File: config.mk
export PLATFORM = sky130hd
export DESIGN_NAME = iterative_divider
export DESIGN_NICKNAME = d
export VERILOG_FILES = /design/src/rtl/iterative_divider_pkg.sv /design/src/rtl/iterative_divider_div_trial_step.sv /design/src/rtl/iterative_divider.sv
export SDC_FILE = /design/constraint.sdc
export NUM_CORES = 1
export LEC_CHECK = 0
export ABC_AREA = 1
export BUFFER_PORTS_ARGS = -buffer_cell sky130_fd_sc_hd__buf_4
export CORE_MARGIN = 2
export CORE_UTILIZATION = 60
export CTS_CLUSTER_DIAMETER = 40
export DETAILED_ROUTE_END_ITERATION = 12
export PLACE_DENSITY_LB_ADDON = 0.1
export SETUP_SLACK_MARGIN = 0.1
export SLEW_MARGIN = 20
export SYNTH_ARGS = -nofsm -noshare
export SYNTH_HDL_FRONTEND = slang
export SYNTH_SLANG_ARGS = --single-unit
File: constraint.sdc
create_clock -name clock -period 6.5 [get_ports clock]
set_input_delay 1.3 -clock clock [delete_from_list [all_inputs] [get_ports clock]]
set_output_delay 1.3 -clock clock [all_outputs]
set_load 0.03 [all_outputs]
File: src/rtl/iterative_divider_pkg.sv
// rtl/iterative_divider_pkg.sv - shared encodings and helpers for the iterative divider
package iterative_divider_pkg;

  typedef enum logic [1:0] {
    S_IDLE  = 2'd0,
    S_RUN   = 2'd1,
    S_FIXUP = 2'd2,
    S_DONE  = 2'd3
  } state_t;

  localparam int          DIV_ITERS = 32;
  localparam logic [31:0] INT_MIN   = 32'h80000000;

  // Two's complement negate; INT_MIN maps to itself, which is exactly the
  // unsigned magnitude the datapath wants.
  function automatic logic [31:0] neg32(input logic [31:0] v);
    return (~v) + 32'd1;
  endfunction

  // Magnitude of a signed operand, read as unsigned.
  function automatic logic [31:0] abs32(input logic [31:0] v);
    return v[31] ? neg32(v) : v;
  endfunction

endpackage

File: src/rtl/iterative_divider_div_trial_step.sv
// rtl/iterative_divider_div_trial_step.sv - one restoring radix-2 shift/trial-subtract/select step
module div_trial_step
  import iterative_divider_pkg::*;
#(
  parameter int WIDTH = 32
) (
  input  logic [WIDTH:0]   i_rem,
  input  logic [WIDTH-1:0] i_quo,
  input  logic [WIDTH-1:0] i_div,
  output logic [WIDTH:0]   o_rem,
  output logic [WIDTH-1:0] o_quo
);

  logic [WIDTH:0]   w_shift_rem;
  logic [WIDTH-1:0] w_shift_quo;
  logic [WIDTH:0]   w_trial;
  logic             w_keep;

  // Shift the {remainder, quotient} pair, subtract the zero-extended divisor
  // and keep the difference only when it did not borrow. A set extension bit
  // on the incoming remainder would mean the shifted value already exceeds
  // any divisor, so it also forces the keep path.
  always_comb begin
    w_shift_rem = {i_rem[WIDTH-1:0], i_quo[WIDTH-1]};
    w_shift_quo = {i_quo[WIDTH-2:0], 1'b0};
    w_trial     = w_shift_rem - {1'b0, i_div};
    w_keep      = ~w_trial[WIDTH] | i_rem[WIDTH];
    o_rem       = w_keep ? w_trial : w_shift_rem;
    o_quo       = {w_shift_quo[WIDTH-1:1], w_keep};
  end

endmodule

File: src/rtl/iterative_divider.sv
// rtl/iterative_divider.sv - multi-cycle signed 32-bit restoring divider with sign fix-up
module iterative_divider
  import iterative_divider_pkg::*;
#(
  parameter int WIDTH = 32,
  parameter int CNT_W = 6
) (
  input  logic             clock,
  input  logic             reset,
  input  logic             ctrl_DIV,
  input  logic [WIDTH-1:0] data_operandA,
  input  logic [WIDTH-1:0] data_operandB,
  output logic [WIDTH-1:0] data_result,
  output logic [WIDTH-1:0] data_remainder,
  output logic             data_exception,
  output logic             data_resultRDY,
  output logic             busy
);

  state_t           r_state;
  logic [CNT_W-1:0] r_cnt;
  logic [WIDTH:0]   r_rem;
  logic [WIDTH-1:0] r_quo;
  logic [WIDTH-1:0] r_div;
  logic             r_sign_q;
  logic             r_sign_r;
  logic             r_ovf;

  logic [WIDTH:0]   w_rem_next;
  logic [WIDTH-1:0] w_quo_next;
  logic             w_b_zero;
  logic             w_ovf;

  div_trial_step #(
    .WIDTH (WIDTH)
  ) u_step (
    .i_rem (r_rem),
    .i_quo (r_quo),
    .i_div (r_div),
    .o_rem (w_rem_next),
    .o_quo (w_quo_next)
  );

  // Start-time classification of the incoming operands.
  always_comb begin
    w_b_zero = (data_operandB == '0);
    w_ovf    = (data_operandA == INT_MIN) && (data_operandB == '1);
  end

  // Control FSM with the iteration datapath and registered outputs.
  always_ff @(posedge clock or negedge reset) begin
    if (!reset) begin
      r_state        <= S_IDLE;
      r_cnt          <= '0;
      r_rem          <= '0;
      r_quo          <= '0;
      r_div          <= '0;
      r_sign_q       <= 1'b0;
      r_sign_r       <= 1'b0;
      r_ovf          <= 1'b0;
      data_result    <= '0;
      data_remainder <= '0;
      data_exception <= 1'b0;
      data_resultRDY <= 1'b0;
      busy           <= 1'b0;
    end else begin
      data_resultRDY <= 1'b0;
      case (r_state)
        S_IDLE, S_DONE: begin
          if (ctrl_DIV) begin
            r_sign_q <= data_operandA[WIDTH-1] ^ data_operandB[WIDTH-1];
            r_sign_r <= data_operandA[WIDTH-1];
            r_ovf    <= w_ovf;
            r_quo    <= abs32(data_operandA);
            r_div    <= abs32(data_operandB);
            r_rem    <= '0;
            r_cnt    <= '0;
            if (w_b_zero) begin
              // Divide-by-zero completes immediately without iterating.
              r_state        <= S_DONE;
              data_result    <= '0;
              data_remainder <= '0;
              data_exception <= 1'b1;
              data_resultRDY <= 1'b1;
              busy           <= 1'b0;
            end else begin
              r_state <= S_RUN;
              busy    <= 1'b1;
            end
          end else begin
            r_state <= S_IDLE;
            busy    <= 1'b0;
          end
        end
        S_RUN: begin
          r_rem <= w_rem_next;
          r_quo <= w_quo_next;
          r_cnt <= r_cnt + CNT_W'(1);
          if (r_cnt == CNT_W'(DIV_ITERS - 1)) begin
            r_state <= S_FIXUP;
          end
        end
        S_FIXUP: begin
          // INT_MIN / -1 leaves the magnitude 0x80000000 unnegated, which is
          // the wrapped result; only the exception flag marks it.
          data_result    <= r_sign_q ? neg32(r_quo) : r_quo;
          data_remainder <= r_sign_r ? neg32(r_rem[WIDTH-1:0]) : r_rem[WIDTH-1:0];
          data_exception <= r_ovf;
          data_resultRDY <= 1'b1;
          busy           <= 1'b0;
          r_state        <= S_DONE;
        end
        default: begin
          r_state <= S_IDLE;
          busy    <= 1'b0;
        end
      endcase
    end
  end

endmodule
==> flow_summary_export.csv, run 1 <==
group,metric,value,unit
placed_design,dp_hpwl,32000,µm
timing,grt_setup_unrepaired,"no",
final_layout,finalNetCount,2156,
floorplan,initial_utilization,61.6,%
global_route,grt_usage,36.1,%
clocking,cts.sink_count,175,
clocking,clk_pin_slew_worst_paths,80,ps
timing,maxSlewHeadroom,28.8,%
critical_path,crit_path_start_kind,"primary input",
floorplan,core-area,21200,µm²
synth,yosys_register_bits,175,
route,drc_errors,0,
placed_design,post-place-ws,2310,ps
synth,synth-edff-count,0,
final_layout,area_added_between_synthesis_and_finish,13.3,%
clocking,root_buffer,"clkbuf_16",
synth,syn-mean-instance-area,6.69,µm²
route,met1_wl,18500,µm
timing,setup_tns,0,ps
timing,min_period_over_period,58.9,%
final_layout,fillCellCount,1850,
route,top_routing_layer_in_use,"met4",
synth,synth_warnings,0,
global_route,vias_in_the_first_global_route,12100,
clocking,ctsHtreeMaxLevel,4,
route,routed-wl-met2,17500,µm
timing,fin_crit_period,3830,ps
critical_path,slowest_stage_cell_crit_path,"a21oi_4",
power,power_per_cell_area,584,nW/µm²
route,viasPerCell,5.89,
synth,postSynthCellCount,1952,
critical_path,critPathArrivalTime,4110,ps
placed_design,globalplace.congestion,0.989,
clocking,numCtsBuffers,17,
timing,final.setup_skew,12.2,ps
timing,slew_viol_final,0,
run,cap_violations,0,
critical_path,critPathMaxFanout,47,
outcome,status,"completed",
critical_path,crit_top_cell,"buf_4",
power,power.total,8.65,mW
power,vdd_ir_drop_max,0.285,mV
route,route.antenna.remaining_nets,0,
floorplan,width_of_the_die,152,µm
synth,synth.cell_area,13100,µm²
floorplan,design.portCount,134,
global_route,grt_overflow_total,0,
clocking,post_cts_resized,0,
placed_design,postPlaceCellArea,14200,µm²
clocking,holdBufCountCts,0,
global_route,first_pass_grt_wire_length,64100,µm
critical_path,data_required_time_of_the_worst_path,6790,ps
critical_path,crit_path_max_incr_delay,760,ps
route,route.final.wire_length,41400,µm
synth,postSynthNetCount,2061,
floorplan,die_y,152,µm
timing,worstMarginPinSlew,1060,ps
final_layout,final_layout_size_suffix_gt1_share,10.5,%
global_route,maximum_number_of_pins_on_one_net_before_global_route_repair,105,
synth,synth.yosys.seq_area_share,33.5,%
timing,worst_hold_slack,489,ps
route,detailedRoute.firstIterationViolations,1474,
timing,final_worst_slack,2670,ps
floorplan,die_footprint,23000,µm²
route,vias,13800,
timing,count_of_final_setup_violators,0,
critical_path,path_class,"in -> reg",
final_layout,final_design_area_no_fill,14800,µm²
synth,async_flop_share,100,%
clocking,postCtsSetupRepairBufs,0,
timing,final_hold_viol_count,0,
route,met3RoutedLength,4220,µm
synth,dominantRegCellSynth,"dfrtp_1",
timing,achievable-frequency,261,MHz
floorplan,fp-row-count,53,
power,power_leakage,7.77,nW
clocking,max-clock-path-buffers,2,
route,drt_pass1_iterations,8,
clocking,cts_tree,"built",
critical_path,cp-end-kind,"flop",
clocking,clock_insertion_delay_worst_skew,440,ps
placed_design,port-buffer-count,133,
hold_path,holdCritPathClass,"reg -> reg",
final_layout,number_of_diodes,0,
global_route,antenna_found_initial,0,
synth,synth_cell_type_count,46,
critical_path,crit_path_cell_trace,"buf_4 -> nand2_1 -> buf_4 -> inv_2 -> a21oi_4 -> buf_4 -> nor2_4 -> buf_4 -> o211ai_1 -> o21ai_0",
route,post_drt_wl_per_cell,17.7,µm
[synthesized netlist by cell type (all sizes together), types with 2 or more instances]
cell	n	area (µm²)
a21o	2	15.0
a21oi	58	294
a22o	2	17.5
a22oi	20	150
a31oi	5	31.3
buf	24	175
clkbuf	42	159
clkinv	2	7.51
dfrtp	175	4380
ha	41	513
inv	241	905
nand2	601	2260
nand3	184	931
nand3b	21	158
nand4	27	169
nor2	176	676
nor3	26	135
nor4	10	62.6
o211ai	18	135
o21ai	150	773
o21bai	4	30.0
o221ai	11	96.3
o31ai	18	185
or2	11	68.8
xnor2	21	184
xor2	56	490
[through the flow]
step / utilization [%] / instances
4_1_cts: 69.6 / 2334
3_5_place_dp: 66.7 / 2302
6_report: 69.8 / 2335
2_1_floorplan: - / 1952
3_3_place_gp: 66.7 / 2302
5_1_grt: 69.8 / 2335
[layout make-up]
cell class / instances / area, µm² / share of cell area, %
Tap cell: 275 / 344 / 2.32
Sequential cell: 175 / 4380 / 29.6
Timing Repair Buffer: 142 / 1090 / 7.36
Clock buffer: 17 / 425 / 2.87
Inverter: 243 / 912 / 6.16
Multi-Input combinational cell: 1468 / 7460 / 50.4
Clock inverter: 15 / 193 / 1.30
[cell families after synthesis]
family,share of synthesized area [%]
simple gates,34.2
buf+inv,9.54
xor+xnor,5.16
compound gates,13.5
fa+ha+maj,4.08
flops,33.5
[where the power goes]
part           switching, mW  leakage, nW  internal [mW]
clock network          0.509        0.293          0.556
registers              0.483         2.29           1.52
logic                   3.84         5.19           1.74
total                   4.84         7.77           3.82
[sequential cells by signal, indices dropped and copies added, names as in the netlist]
register,flops
busy,1
data_exception,1
data_remainder,32
data_result,32
data_resultRDY,1
r_cnt,6
r_div,32
r_ovf,1
r_quo,32
r_rem,33
r_sign_q,1
r_sign_r,1
r_state,2
[critical path: cells and delay by family]
kind / cells / cell delay, ps
AOI/OAI and AO/OA: 3 / 1010
and+or+nand+nor: 2 / 240
buffers and inverters: 5 / 1550
[layer usage]
| metal | vias to the layer above | GRT usage (%) |
|---|---|---|
| met3 | 92 | 5.69 |
| li1 | 6549 | - |
| met4 | 0 | 10.9 |
| met5 | - | 0 |
| met1 | 6355 | 55.1 |
| met2 | 764 | 52.6 |
[placed cells by master (no fill, tap or decap), drive strengths merged]
master    netlist  final
clkinv          2      8
nor3           26     26
xor2           56     56
ha             41     41
xnor2          21     21
a22o            2      2
o21a            1      1
o31ai          18     18
inv           241    247
or2            11     11
nor4           10     10
o41ai           1      1
clkinvlp        0      2
clkbuf         42     17
a21oi          58     58
nand3b         21     21
nor2          176    176
o22a            1      1
bufinv          0      1
a31oi           5      5
fa              1      1
o22ai           1      1
o211ai         18     18
dfrtp         175    175
nor3b           1      1
a21o            2      2
nand2         601    601
nand4          27     27
o21bai          4      4
o221ai         11     11
a22oi          20     20
nand3         184    184
buf            24    142
o21ai         150    150
[worst paths after layout]
check,start,endpoint,slack (ps),cells past startpoint
worst max-delay path,ctrl_DIV,r_rem[32],2670,10
max in group asynchronous,reset,r_div[16],4430,2
worst max register to register,r_state[0],r_rem[32],2830,11
worst min-delay path,data_result[5],data_result[5],490,2
min in group asynchronous,reset,data_remainder[11],800,1
worst min register to register,data_result[5],data_result[5],490,2
Power figures use the tool's default switching activity.
==> run 2, diff against run 1 <==
- ABC_AREA: 1 -> 0
- CORE_UTILIZATION: 60 -> 54
- clock period: 6.5 -> 3.3 ns (I/O delays scaled with it)
==> flow_summary_export.csv, run 2 <==
group,metric,value,unit
power,vdd_ir_drop_max,0.724,mV
global_route,grt_overflow_total,0,
clocking,clk_pin_slew_worst_paths,70,ps
synth,postSynthNetCount,1485,
power,power_leakage,6.47,nW
outcome,failed_checks,"negative setup slack",
final_layout,max_flop_register,"r_rem",
power,p_switching,6.22,mW
route,viasPerCell,5.71,
critical_path,data_required_time_of_the_worst_path,3620,ps
timing,min_period_over_period,106,%
synth,async_flop_share,100,%
route,post_drt_wl_per_cell,16.7,µm
route,detailedRoute.firstIterationViolations,734,
critical_path,critPathMaxFanout,8,
synth,synth_largest_type_area_fraction,38.3,%
timing,maxSlewHeadroom,40.9,%
power,p_int,7.16,mW
route,drc_errors,0,
timing,final.setup_skew,13.9,ps
timing,fin_crit_period,3500,ps
synth,synth_warnings,0,
global_route,first_pass_grt_wire_length,49800,µm
floorplan,die_footprint,22400,µm²
global_route,maximum_number_of_pins_on_one_net_before_global_route_repair,62,
clocking,root_buffer,"clkbuf_16",
route,route.antenna.remaining_nets,0,
placed_design,dp_hpwl,22900,µm
critical_path,path_class,"in -> reg",
timing,count_of_final_setup_violators,67,
final_layout,fillCellCount,1759,
synth,yosys_register_bits,175,
critical_path,crit_path_start_kind,"primary input",
synth,ranking_of_synthesized_cells_by_instance_count,"248 x nand2_1, 175 x dfrtp_1, 152 x o21ai_0, 88 x xor2_1, 73 x a21oi_1",
power,share_seq_of_total_power,27.7,%
synth,synth.cell_area,11400,µm²
route,vias,10600,
final_layout,largest_reg_flops,33,
clocking,cts_tree,"built",
critical_path,cp-end-kind,"flop",
final_layout,utilization_after_layout,69.1,%
clocking,max-clock-path-buffers,2,
clocking,clock_insertion_delay_worst_skew,440,ps
synth,synth-edff-count,0,
timing,worstMarginPinSlew,883,ps
critical_path,critPathArrivalTime,3820,ps
global_route,grt_usage,28.0,%
power,comb_power_share,55.6,%
placed_design,post-place-ws,-752,ps
synth,synth.yosys.seq_area_share,38.3,%
final_layout,area_added_between_synthesis_and_finish,26.3,%
floorplan,core-area,20900,µm²
final_layout,regArea,4380,µm²
power,switching_share,46.5,%
clocking,ctsHtreeMaxLevel,4,
synth,synth.most_common_cell,"nand2_1",
synth,synth_area_leaders,"dfrtp_1 38%, nand2_1 8.1%, xor2_1 6.7%",
floorplan,fp-row-count,53,
synth,synthDominantAreaCellType,"dfrtp_1",
timing,slew_viol_final,0,
run,cap_violations,0,
final_layout,mostFrequentLayoutCell,"nand2_1",
floorplan,width_of_the_die,150,µm
floorplan,initial_utilization,54.8,%
timing,grt_setup_unrepaired,"yes",
floorplan,die_y,150,µm
clocking,numCtsBuffers,17,
final_layout,most_frequent_cells_in_the_layout,"240 x nand2_1, 233 x buf_4, 175 x dfrtp_1, 120 x o21ai_0, 88 x xor2_1",
critical_path,ff2ff_setup_slack,180,ps
timing,final_hold_viol_count,0,
final_layout,number_of_diodes,0,
synth,syn-mean-instance-area,8.31,µm²
placed_design,port-buffer-count,133,
clocking,cts.sink_count,175,
final_layout,multi_input_comb_area,6770,µm²
final_layout,final_layout_size_suffix_gt1_share,21.9,%
power,power_per_cell_area,926,nW/µm²
global_route,vias_in_the_first_global_route,9589,
synth,synth_cell_type_count,55,
hold_path,holdCritPathClass,"in -> async",
power,clkPwrFrac,16.7,%
timing,final_worst_slack,-198,ps
global_route,antenna_found_initial,0,
synth,dominantRegCellSynth,"dfrtp_1",
route,route.final.wire_length,31000,µm
synth,postSynthCellCount,1376,
floorplan,design.portCount,134,
final_layout,finalNetCount,1679,
timing,achievable-frequency,286,MHz
placed_design,globalplace.congestion,0.902,
outcome,status,"complete, but fails checks",
route,drt_pass1_iterations,5,
==> run 2: changes by cell type in the layout (fill, tap and decap cells not counted), sizes merged, moves of 22 or more <==
cell / delta
inv: -187
buf: +109
o31ai: +22
o21ai: +28
nand2: -353
or3: +30
xnor2: +38
nor2: -125
nand3: -150
xor2: +32
o22ai: +27
==> run 2: repair_timing <==
item,in CTS,in global routing
pin swaps,9,3
setup buffers,4,5
hold buffers,0,0
gates resized for setup,28,62
setup endpoints to repair,102,106
cloned,3,2
==> run 2: power groups by stage <==
stage	logic (mW)	registers (mW)	clock network, mW
4_1_cts	7.12	3.68	2.26
5_1_grt	8.20	3.81	2.36
2_1_floorplan	4.26	4.07	0
3_5_place_dp	6.94	3.71	0
6_report	7.43	3.71	2.24
3_3_place_gp	6.81	3.68	0
==> run 2: critical path, cell delays in order <==
cell and delay (ps):
buf_6 90, or4_4 530, or3_4 340, or3_4 350, or3_4 340, or3_4 350
or4_4 480, o21a_4 280, buf_6 140, buf_12 140, nand2_2 70, o21ai_1 50
==> run 2: logic make-up after synthesis <==
kind of cell,after synthesis,share of synthesized area [%]
AO/OA/AOI/OAI,399,20.7
XOR/XNOR,147,11.3
adder cells (fa/ha/maj),42,4.66
buffers and inverters,132,4.68
flip-flops,175,38.3
multiplexers,23,2.05
AND/OR/NAND/NOR,458,18.4
==> run 2: metrics by stage <==
stage	TNS (ps)	std cells	hold slack (ps)	power [mW]	instance area [µm²]
after global placement	-42400	1813	461	10.5	13400
after detailed placement	-47030	1813	472	10.7	13400
after floorplan	-24640	1376	364	8.33	11500
after global routing	-12260	1858	205	14.4	14400
after CTS	-6410	1852	183	13.1	14200
final	-8460	1858	160	13.4	14400
==> run 2: final timing paths <==
check,from,to,depth (start not counted)
max reg2reg,r_quo[31],r_rem[0],15
min in group clock,data_remainder[2],data_remainder[2],2
max in group asynchronous,reset,r_sign_q,2
max,data_operandB[6],data_result[28],12
min,reset,data_remainder[6],1
min reg2reg,data_remainder[2],data_remainder[2],2
==> run 2: cell type report <==
cell class	instances	area share, %
inverter	54	1.40
clock buffer	17	2.95
sequential	175	30.3
clock inverter	15	1.65
tap	275	2.38
timing repair buffer	253	14.4
multi-input combinational	1069	46.9
==> run 2: per-layer routing <==
metal  up-vias  GRT usage [%]  wire [µm]
li1       5248              -          -
met1      4986           44.3      15000
met2       358           39.9      13200
met3        20           4.60       2440
met4         0           5.95        292
met5         -              0          0
==> run 3, diff against run 2 <==
- RECOVER_POWER: default -> 100
==> flow_summary_export.csv, run 3 (same netlist as run 2, synthesis figures left out) <==
group,metric,value,unit
power,power_per_cell_area,927,nW/µm²
final_layout,most_frequent_cells_in_the_layout,"240 x nand2_1, 175 x dfrtp_1, 164 x buf_4, 120 x o21ai_0, 88 x xor2_1",
global_route,maximum_number_of_pins_on_one_net_before_global_route_repair,62,
hold_path,hold_depth,2,
run,cap_violations,1,
critical_path,crit_path_max_incr_delay,530,ps
final_layout,final_layout_size_suffix_gt1_share,17.6,%
critical_path,cp-end-kind,"flop",
final_layout,area_added_between_synthesis_and_finish,23.7,%
critical_path,path_class,"in -> reg",
floorplan,die_y,150,µm
final_layout,number_of_diodes,0,
placed_design,placedCellCount,1813,
global_route,vias_in_the_first_global_route,9589,
clocking,numCtsBuffers,17,
hold_path,holdCritPathClass,"reg -> reg",
outcome,failed_checks,"max-capacitance violations, max-slew violations, negative setup slack",
critical_path,worst-path-buf-inv,3,
floorplan,core-area,20900,µm²
timing,min_period_over_period,106,%
critical_path,r2r-end,"r_rem[22]",
clocking,cts.sink_count,175,
final_layout,mostFrequentLayoutCell,"nand2_1",
floorplan,fp-row-count,53,
clocking,clk_pin_slew_worst_paths,70,ps
timing,final_hold_viol_count,0,
power,vdd_ir_drop_max,0.730,mV
power,comb_power_share,54.6,%
timing,count_of_final_setup_violators,68,
global_route,grt_overflow_total,0,
floorplan,initial_utilization,54.8,%
clocking,max-clock-path-buffers,2,
critical_path,r2r-start,"r_quo[31]",
floorplan,design.portCount,134,
critical_path,ff2ff_setup_slack,180,ps
critical_path,critPathArrivalTime,3820,ps
critical_path,slowest_stage_cell_crit_path,"or4_4",
timing,fin_crit_period,3500,ps
power,p_switching,6.24,mW
final_layout,finish.cell_count_without_fillers,1858,
power,clkPwrFrac,17.1,%
clocking,root_buffer,"clkbuf_16",
power,share_seq_of_total_power,28.2,%
route,post_drt_wl_per_cell,16.8,µm
timing,grt_setup_unrepaired,"yes",
placed_design,dp_hpwl,22900,µm
timing,worstMarginPinSlew,1560,ps
route,route.final.wire_length,31200,µm
timing,final.setup_skew,14.7,ps
global_route,antenna_found_initial,0,
power,power_leakage,6.18,nW
final_layout,utilization_after_layout,67.7,%
route,drt_pass1_iterations,5,
route,drc_errors,0,
global_route,first_pass_grt_wire_length,49800,µm
route,route.antenna.remaining_nets,0,
timing,achievable-frequency,286,MHz
critical_path,r2r_depth,13,
outcome,status,"complete, but fails checks",
timing,final_worst_slack,-196,ps
timing,maxSlewHeadroom,-3.70,%
clocking,cts_tree,"built",
power,p_int,6.87,mW
route,viasPerCell,5.71,
critical_path,crit_path_cell_trace,"buf_6 -> or4_4 -> or3_4 -> or3_4 -> or3_4 -> or3_4 -> or4_4 -> o21a_4 -> buf_6 -> buf_12 -> nand2_2 -> o21ai_1",
route,detailedRoute.firstIterationViolations,645,
critical_path,crit_top_cell,"or3_4",
critical_path,data_required_time_of_the_worst_path,3630,ps
final_layout,finalNetCount,1679,
floorplan,die_footprint,22400,µm²
global_route,grt_usage,28.0,%
critical_path,crit_path_start_kind,"primary input",
critical_path,cp_num_cells,12,
clocking,ctsHtreeMaxLevel,4,
critical_path,crit_family,"simple AND/OR/NAND/NOR gates",
hold_path,whs_endpoint,"data_remainder[2]",
final_layout,largest_reg_flops,33,
final_layout,max_flop_register,"r_rem",
placed_design,port-buffer-count,133,
power,switching_share,47.6,%
clocking,holdBufCountCts,0,
clocking,clock_insertion_delay_worst_skew,450,ps
hold_path,worst_hold_startpoint,"data_remainder[2]",
placed_design,globalplace.congestion,0.902,
critical_path,critPathMaxFanout,8,
timing,slew_viol_final,62,
floorplan,width_of_the_die,150,µm
route,vias,10600,
run 3: layout make-up:
class,count,area [µm²]
Clock buffer,17,425
Clock inverter,15,239
Fill cell,1857,6740
Inverter,54,203
Multi-Input combinational cell,1069,6770
Sequential cell,175,4380
Tap cell,275,344
Timing Repair Buffer,253,1790
run 3: through the flow:
step           TNS [ps]  hold WS (ps)  cell area, µm²  power [mW]  setup slack [ps]
2_1_floorplan    -24640           364           11500        8.33              -431
3_3_place_gp     -42400           461           13400        10.5              -681
3_5_place_dp     -47030           472           13400        10.7              -752
4_1_cts           -6410           183           14200        13.1              -133
5_1_grt          -12380           508           14100        14.1              -258
6_report          -8180           480           14100        13.1              -196
run 3: power by group through the flow:
| stage | Sequential [mW] | Combinational [mW] | Clock (mW) |
|---|---|---|---|
| floorplan | 4.07 | 4.26 | 0 |
| global placement | 3.68 | 6.81 | 0 |
| detailed placement | 3.71 | 6.94 | 0 |
| CTS | 3.68 | 7.12 | 2.26 |
| global route | 3.80 | 7.91 | 2.36 |
| finish | 3.71 | 7.16 | 2.25 |
run 3: worst max-delay path by stage:
| stage | start | end | slack [ps] |
|---|---|---|---|
| global route | data_operandB[6] | data_remainder[14] | -260 |
| global placement | data_operandB[6] | data_exception | -680 |
| finish | data_operandB[6] | data_result[28] | -200 |
| detailed placement | data_operandB[6] | data_exception | -750 |
| CTS | data_operandB[6] | data_remainder[17] | -130 |
| floorplan | data_operandB[6] | data_remainder[28] | -430 |
run 3: what timing repair did:
action,4_1_cts,5_1_grt
pin swaps,9,3
buffers inserted,4,5
resized for setup,28,62
gates cloned,3,2
setup endpoints to repair,102,106
run 3: metal layers:
metal	up-vias	global-route usage (%)	routed length, µm
met5	-	0	0
met4	0	5.95	310
met3	20	4.60	2250
met2	344	39.9	13200
met1	4995	44.3	15400
li1	5241	-	-
run 3: tightest hold or removal path, stage by stage, from the launching register on:
cell and delay, ps:
dfrtp_1 350, nand2_1 40, o21ai_0 60
